### src/rtl/slow_clk_monitor_pkg.sv
// Shared constants and FSM encoding for the divided-clock monitor.
// Defaults derive from the divider's toggle constant so both ends agree.
package slow_clk_monitor_pkg;

  localparam int DIV_TOGGLE       = 625000;
  localparam int DEF_NOMINAL_HALF = DIV_TOGGLE + 1;
  localparam int DEF_TOLERANCE    = 16;
  localparam int DEF_LOCK_COUNT   = 4;
  localparam int DEF_TIMEOUT      = 2 * DEF_NOMINAL_HALF;
  localparam int DEF_CNT_W        = $clog2(DEF_TIMEOUT + 1);

  typedef enum logic [1:0] {
    ST_IDLE = 2'd0,
    ST_ACQ  = 2'd1,
    ST_LOCK = 2'd2
  } mon_state_e;

endpackage

### src/rtl/slow_clk_monitor_sync_edge_detect.sv
// Two-flop synchroniser plus history flop for slow_in, producing
// registered one-cycle rise/fall strobes in the clk_in domain.
module sync_edge_detect (
  input  logic clk_in,
  input  logic rst,
  input  logic slow_in,
  output logic rise,
  output logic fall
);

  logic s1, s2, s3;

  // NOTE: sequential state always uses non-blocking assignments so every
  // flop samples the pre-edge value of its neighbour, forming a true shift chain.
  always_ff @(posedge clk_in) begin
    if (rst) begin
      s1   <= 1'b0;
      s2   <= 1'b0;
      s3   <= 1'b0;
      rise <= 1'b0;
      fall <= 1'b0;
    end else begin
      s1   <= slow_in;
      s2   <= s1;
      s3   <= s2;
      rise <= s2 & ~s3;
      fall <= ~s2 & s3;
    end
  end

endmodule

### src/rtl/slow_clk_monitor.sv
// Monitors the divided clock: edge strobes, half-period measurement,
// lock acquisition over consecutive good half periods, and edge timeout.
module slow_clk_monitor
  import slow_clk_monitor_pkg::*;
#(
  parameter int NOMINAL_HALF = DEF_NOMINAL_HALF,
  parameter int TOLERANCE    = DEF_TOLERANCE,
  parameter int LOCK_COUNT   = DEF_LOCK_COUNT,
  parameter int TIMEOUT      = DEF_TIMEOUT,
  parameter int CNT_W        = DEF_CNT_W
) (
  input  logic             clk_in,
  input  logic             rst,
  input  logic             slow_in,
  output logic             rise_pulse,
  output logic             fall_pulse,
  output logic [CNT_W-1:0] half_period,
  output logic             period_valid,
  output logic             locked,
  output logic             timeout
);

  localparam int GC_W = $clog2(LOCK_COUNT + 1);
  localparam logic [CNT_W-1:0] CNT_MAX = {CNT_W{1'b1}};
  localparam logic [CNT_W-1:0] WIN_LO  = CNT_W'(NOMINAL_HALF - TOLERANCE);
  localparam logic [CNT_W-1:0] WIN_HI  = CNT_W'(NOMINAL_HALF + TOLERANCE);
  localparam logic [CNT_W-1:0] TO_LAST = CNT_W'(TIMEOUT - 1);

  logic             rise, fall;
  logic             edge_cyc, good;
  logic [CNT_W-1:0] cnt, meas;
  logic [GC_W-1:0]  gcnt;
  mon_state_e       state;

  sync_edge_detect u_sync (
    .clk_in  (clk_in),
    .rst     (rst),
    .slow_in (slow_in),
    .rise    (rise),
    .fall    (fall)
  );

  // NOTE: every signal in this block is assigned on every path, so no latch is inferred.
  always_comb begin
    edge_cyc = rise | fall;
    meas     = (cnt == CNT_MAX) ? CNT_MAX : cnt + 1'b1;
    good     = (meas >= WIN_LO) && (meas <= WIN_HI);
  end

  // NOTE: synchronous active-high reset; only plain flops here, no memory arrays.
  always_ff @(posedge clk_in) begin
    if (rst) begin
      rise_pulse   <= 1'b0;
      fall_pulse   <= 1'b0;
      half_period  <= '0;
      period_valid <= 1'b0;
      locked       <= 1'b0;
      timeout      <= 1'b0;
      cnt          <= '0;
      gcnt         <= '0;
      state        <= ST_IDLE;
    end else begin
      rise_pulse   <= rise;
      fall_pulse   <= fall;
      period_valid <= 1'b0;
      if (edge_cyc) begin
        cnt     <= '0;
        timeout <= 1'b0;
        if (state == ST_IDLE) begin
          // First edge after reset or timeout only starts timing.
          state  <= ST_ACQ;
          gcnt   <= '0;
          locked <= 1'b0;
        end else begin
          period_valid <= 1'b1;
          half_period  <= meas;
          if (!good) begin
            state  <= ST_ACQ;
            gcnt   <= '0;
            locked <= 1'b0;
          end else if (state == ST_ACQ) begin
            gcnt <= gcnt + 1'b1;
            if (gcnt == GC_W'(LOCK_COUNT - 1)) begin
              state  <= ST_LOCK;
              locked <= 1'b1;
            end
          end
        end
      end else begin
        if (cnt != CNT_MAX) cnt <= cnt + 1'b1;
        if (cnt == TO_LAST) begin
          state   <= ST_IDLE;
          gcnt    <= '0;
          locked  <= 1'b0;
          timeout <= 1'b1;
        end
      end
    end
  end

endmodule

### config.mk
export PLATFORM = sky130hd
export DESIGN_NAME = slow_clk_monitor
export DESIGN_NICKNAME = d
export VERILOG_FILES = /design/src/rtl/slow_clk_monitor_pkg.sv /design/src/rtl/slow_clk_monitor_sync_edge_detect.sv /design/src/rtl/slow_clk_monitor.sv
export SDC_FILE = /design/constraint.sdc
export NUM_CORES = 1
export LEC_CHECK = 0
export BUFFER_PORTS_ARGS = -buffer_cell sky130_fd_sc_hd__buf_4
export CORE_MARGIN = 2
export CORE_UTILIZATION = 55
export CTS_BUF_LIST = sky130_fd_sc_hd__clkbuf_4 sky130_fd_sc_hd__clkbuf_8 sky130_fd_sc_hd__clkbuf_16
export DETAILED_ROUTE_END_ITERATION = 10
export PLACE_DENSITY = 0.75
export SLEW_MARGIN = 25
export SYNTH_ARGS = -nofsm -noshare
export SYNTH_HDL_FRONTEND = slang
export SYNTH_HIERARCHICAL = 1
export SYNTH_SLANG_ARGS = --single-unit
### constraint.sdc
create_clock -name clk_in -period 7.87 [get_ports clk_in]
set_input_delay 2.361 -clock clk_in [delete_from_list [all_inputs] [get_ports clk_in]]
set_output_delay 2.361 -clock clk_in [all_outputs]
set_load 0.005 [all_outputs]
=== Word-level counts from Yosys, hierarchy flattened ===
Index checks and enable logic that the tools add are counted.

* Logic and storage cells: 59
* Register bits: 57
* Output and inout port bits: 26
* Input bits: 3

* $lt $le $gt $ge: 2
* Muxes and demuxes: 19
* Add/subtract/negate cells: 2
* Equality and inequality tests: 7
* Bitwise logic cells: 7
* Reductions and logical operators: 8

{| class="wikitable"
|+ Operator list
! operator !! number
|-
| equality test 21 bit (second input constant) || 2
|-
| adder 21 x 1 -> 21 bit (second input constant) || 1
|-
| >= comparator 21 x 20 -> 1 bit (second input constant) || 1
|-
| <= comparator 21 x 20 -> 1 bit (second input constant) || 1
|-
| 2-to-1 mux 21 bit || 1
|-
| != test 21 bit (second input constant) || 1
|-
| 2-to-1 mux 3 bit || 5
|-
| 2-to-1 mux 2 bit || 6
|-
| != test 4 x 2 -> 1 bit (second input constant) || 2
|-
| 2-to-1 mux 1 bit || 7
|-
| NOT 1 bit || 4
|-
| AND reduction 2 bit || 2
|-
| OR reduction 2 bit || 2
|-
| adder 3 x 1 -> 3 bit (second input constant) || 1
|-
| equality test 3 x 2 -> 1 bit (second input constant) || 1
|-
| AND reduction 3 bit || 1
|-
| AND 1 bit || 2
|-
| equality test 2 x 1 -> 1 bit (second input constant) || 1
|-
| logical NOT 2 bit || 1
|-
| nonzero test 2 bit || 1
|-
| logical AND 1 bit || 1
|-
| bitwise OR 1 bit || 1
|}

=== Longest topological paths before layout ===
* Depth after elaboration: 7
* Gate-level depth with buffers: 11
* Mapped depth without buffers: 10

=== By module ===
The synthesis kept the hierarchy.

{| class="wikitable"
|+ Modules (own cells, without submodules)
! module !! instances !! seq. area each (µm²) !! area an instance (µm²) !! cells each
|-
| slow_clk_monitor || 1 || 1021.0 || 2602.5 || 297
|-
| sync_edge_detect || 1 || 100.1 || 133.9 || 10
|}

=== Least setup slack after synthesis ===
Ideal clock, no wire load.

* Path type: input-to-reg
* Start: input rst
* End: register cnt[19]
* Setup time: 71 ps
* Stages on the path: 4
* Data required time: 7799 ps
* Data arrival time: 3207 ps
* Path buffers: 2
* Slack: 4592 ps
* Cell sequence: clkbuf_1 > or3_1 > clkbuf_1 > a21oi_1

* Word-level cells in the longest chain between the ends: 1

{| class="wikitable"
|+ Ends and longest elaborated chain
! what !! line !! text
|-
| start, declared || slow_clk_monitor.sv:13 || <nowiki>input logic rst,</nowiki>
|-
| OR reduction 2 bit (no source line) || n/a ||
|-
| end signal, assigned || slow_clk_monitor.sv:90 || <nowiki>if (cnt != CNT_MAX) cnt <= cnt + 1'b1;</nowiki>
|-
| end, declared || slow_clk_monitor.sv:31 || <nowiki>logic [CNT_W-1:0] cnt, meas;</nowiki>
|}

No other way between the ends.
A chain may end at the register's enable or synchronous reset.

=== Worst setup path in the final report ===
* Start: register cnt[0]
* End: register gcnt[1]

* Word-level cells in the longest chain between the ends: 7
* Elaborated cells between the ends (all ways): 13
* Classes of those cells: add/sub (1); order compare (2); eq/ne (3); mux (4); reduce/logical (3)

{| class="wikitable"
|+ Ends and longest elaborated chain
! what !! line !! text
|-
| adder 21 x 1 -> 21 bit or equality test 21 bit (tied branches) || slow_clk_monitor.sv:46 || <nowiki>meas = (cnt == CNT_MAX) ? CNT_MAX : cnt + 1'b1;</nowiki>
|-
| 2-to-1 mux 21 bit || slow_clk_monitor.sv:46 ||
|-
| >= comparator 21 x 20 -> 1 bit or <= comparator 21 x 20 -> 1 bit (tied branches) || slow_clk_monitor.sv:47 || <nowiki>good = (meas >= WIN_LO) && (meas <= WIN_HI);</nowiki>
|-
| logical AND 1 bit || slow_clk_monitor.sv:47 ||
|-
| 2-to-1 mux 3 bit || slow_clk_monitor.sv:77 || <nowiki>if (!good) begin</nowiki>
|-
| 2-to-1 mux 3 bit || slow_clk_monitor.sv:69 || <nowiki>if (state == ST_IDLE) begin</nowiki>
|-
| 2-to-1 mux 3 bit || slow_clk_monitor.sv:66 || <nowiki>if (edge_cyc) begin</nowiki>
|-
| end signal, assigned || slow_clk_monitor.sv:82 || <nowiki>gcnt <= gcnt + 1'b1;</nowiki>
|-
| end, declared || slow_clk_monitor.sv:32 || <nowiki>logic [GC_W-1:0] gcnt;</nowiki>
|}

Several ways; a longest one is shown, not always the timed one.

==> results by group <==
Clocking
  – Clock latency on the worst-skew pair: 0.31 ns
  – CTS Buf Count: 5
  – CTS max path bufs: 2
  – Clock-pin slew on the worst setup and hold paths: 0.11 ns
  – CTS tree: yes
  – Clock root buffer: clkbuf_8
  – Hold_buf cts: 0
  – H-tree depth: 2
  – Post-CTS Setup Inserts: 0
  – Post_cts resized: 0
  – Count of clock tree sinks: 56

Global route
  – First-pass GRT wire length: 9.16 mm
  – Vias in the first global route: 1863
  – Initial antenna violation count: 0
  – Largest net degree at the start of global routing: 38
  – All-Layer GR Usage: 0.216
  – GRT overflow: 0

Hold path
  – Hold WC Path Type: flip-flop to flip-flop
  – Worst hold path cell count: 1
  – Hold path start: u_sync/s3
  – Hold Path End: u_sync/rise

Placed design
  – Post-Place Cells: 387
  – # port buffers: 28
  – DP Area: 2930 µm²
  – Routability Congestion: 0.962
  – Post-DP HPWL: 4.14 mm
  – Setup WS pre-CTS: 4.20 ns

Layout
  – Post-layout net count: 334
  – Final instance area: 3030 µm²
  – Fin cells: 395
  – Share of cells above drive strength 1: 0.177
  – Diodes inserted: 0
  – Area Growth Syn to Fin: 10.7%
  – Finished Core Util: 0.637

Drt
  – Drt wl/cell: 14.7 µm
  – First-pass DRT Iterations: 4
  – Initial DRC count: 240
  – Via density: 5.72
  – Via Count: 2261
  – Total Routed Length: 5.82 mm
  – DRC violations left: 0
  – Post-route ant nets: 0

Setup path
  – Reg2reg end: gcnt[1]
  – CP max stage cell: nor4_2
  – CP Capture Type: flip-flop
  – Reg-to-Reg Start: cnt[0]
  – Buf+Inv Stages, Crit Path: 1
  – Worst path top cell family by delay: simple AND/OR/NAND/NOR gates
  – R2R Setup Slk: 4.34 ns
  – CP cell instances: ha_1, and3_1, nand2_4, nor4_2, buf_4, nor2_2, or4_4, o41ai_4, nor2_1, o31a_1
  – Worst R2R Path Depth: 10
  – Setup CP Type: flip-flop to flip-flop
  – CP max FO: 9
  – Worst EP required: 8.08 ns
  – CP startpoint kind: flip-flop
  – Worst path max stage delay: 0.59 ns
  – Critical Path AT: 3.74 ns

Power
  – Total power: 0.474 mW
  – Sw Share: 0.241
  – NetSw: 0.114 mW
  – VDD IR-drop max: 0.102 mV
  – Clock power share: 0.344
  – PwrDens: 157 nW/µm²
  – Sequential share of power: 0.613
  – Leakage: 1.11 nW
  – P_int: 0.360 mW
  – Combinational Power Share: 0.042

Yosys
  – Synthesized area per cell: 8.91 µm²
  – Synth Instances: 307
  – Yosys top cell area share: 0.410
  – Syn Nets: 314
  – Seq cells post-synth: 56
  – Yosys warns: 6
  – Seq/Total Area, Yosys: 0.410
  – Top cells by area, synth: dfxtp_1 41%, nor2_1 8.8%, a211oi_1 4.4%
  – Synth cell types: 56
  – Post-synth top area cell: dfxtp_1
  – Post-Syn Area: 2740 µm²

Die
  – Starting Density: 0.576
  – DIE HEIGHT: 74.5 µm
  – Site row count: 25
  – Die ar.: 5560 µm²
  – Core area: 4750 µm²
  – Die width: 74.5 µm
  – Ports: 29

Timing
  – Clk_skew: 0.00710 ns
  – Final WS setup: 4.34 ns
  – Final hold violations: 0
  – Setup_tns: 0 ns
  – Setup violators final: 0
  – RSZ-0062 raised after global routing: no
  – Peak Freq: 0.283 GHz
  – Final slew viol count: 0
  – Period minus WS final: 3.53 ns
  – Slew headroom: 0.492
  – Tightest Pin Transition: 0.763 ns
  – WHS: 0.429 ns
  – Fin crit share: 0.449

Run status
  – Outcome: finished, final reports clean

Flow run
  – Maximum Capacitance Violations: 0
-- state kept, by name, indices dropped and copies added, names as in the netlist --
name	cells
gcnt	3
u_sync/s3	1
state	1
half_period	21
period_valid	1
fall_pulse	1
locked	1
u_sync/s2	1
u_sync/fall	1
u_sync/rise	1
rise_pulse	1
cnt	21
u_sync/s1	1
timeout	1
-- layer usage --
metal  GRT usage  share of wire
met1       0.305           0.48
met3      0.0285          0.055
met5           0              0
met2       0.334           0.45
met4      0.0853          0.017
-- placed cells by master, fill, tap and decap left out, drive strengths merged, types with 3 or more instances in the layout --
cell type and n:
xnor2 11, a31oi 5, dfxtp 56, ha 4, nand3 12, nor2 65, nand2 15, xor2 5
nor3 6, nor3b 3, and4 4, nor4 6, a311oi 3, and2 6, or4 4, clkbuf 5
and3 3, inv 6, buf 30, nor2b 8, nand4 10, a21oi 14, a211oi 17, o21ai 5
-- cells by family after synthesis --
| group | synth area share |
|---|---|
| muxes | 0.00366 |
| and+or+nand+nor | 0.298 |
| DFF | 0.410 |
| buffers and inverters | 0.0485 |
| adders and majority gates | 0.0183 |
| AOI/OAI and AO/OA | 0.171 |
| xor gates and xnor gates | 0.0512 |
-- cell type report --
| class | instances | area (µm²) |
|---|---|---|
| clock inverters | 3 | 26.3 |
| multi-input cells | 229 | 1490 |
| clock buffers | 5 | 68.8 |
| inverters | 5 | 18.8 |
| well taps | 67 | 83.8 |
| fillers | 425 | 1730 |
| flip-flops and latches | 56 | 1120 |
| repair buffers | 30 | 225 |
-- power by group through the flow --
stage | logic, mW | clock network [mW] | registers [mW]
2_1_floorplan | 0.0156 | 0 | 0.296
3_3_place_gp | 0.0198 | 0 | 0.297
3_5_place_dp | 0.0201 | 0 | 0.298
4_1_cts | 0.0202 | 0.166 | 0.291
5_1_grt | 0.0223 | 0.179 | 0.292
6_report | 0.0200 | 0.163 | 0.291
-- how the worst max path moves through the flow --
stage	startpoint	cells after the start	slack (ns)	to
floorplan	rst	4	4.59	cnt[19]
CTS	cnt[0]	10	4.39	gcnt[1]
finish	cnt[0]	10	4.34	gcnt[1]
global route	cnt[0]	10	4.15	gcnt[1]
detailed placement	rst	3	4.20	cnt[1]
global placement	rst	3	4.23	cnt[1]
-- cells in the mapped netlist, drive strengths merged --
cell type,number
and4,4
nand4,10
o2111ai,1
nand2,15
nor3,6
inv,5
a21oi,14
clkbuf,9
a22o,1
buf,8
or4,4
nor4b,1
nand3,12
a31o,1
o21a,2
or3,2
nand2b,2
nor4,6
o31a,2
a31oi,5
nor2,65
o22ai,2
and3,3
xnor2,11
mux2i,1
o311ai,2
and2,6
ha,4
xor2,5
o21ai,5
a21o,1
o41ai,1
a21bo,1
a211oi,17
dfxtp,56
nor3b,3
a311oi,3
o21bai,1
a22oi,2
nor2b,8
No activity file was read; power rests on OpenSTA's default activity.
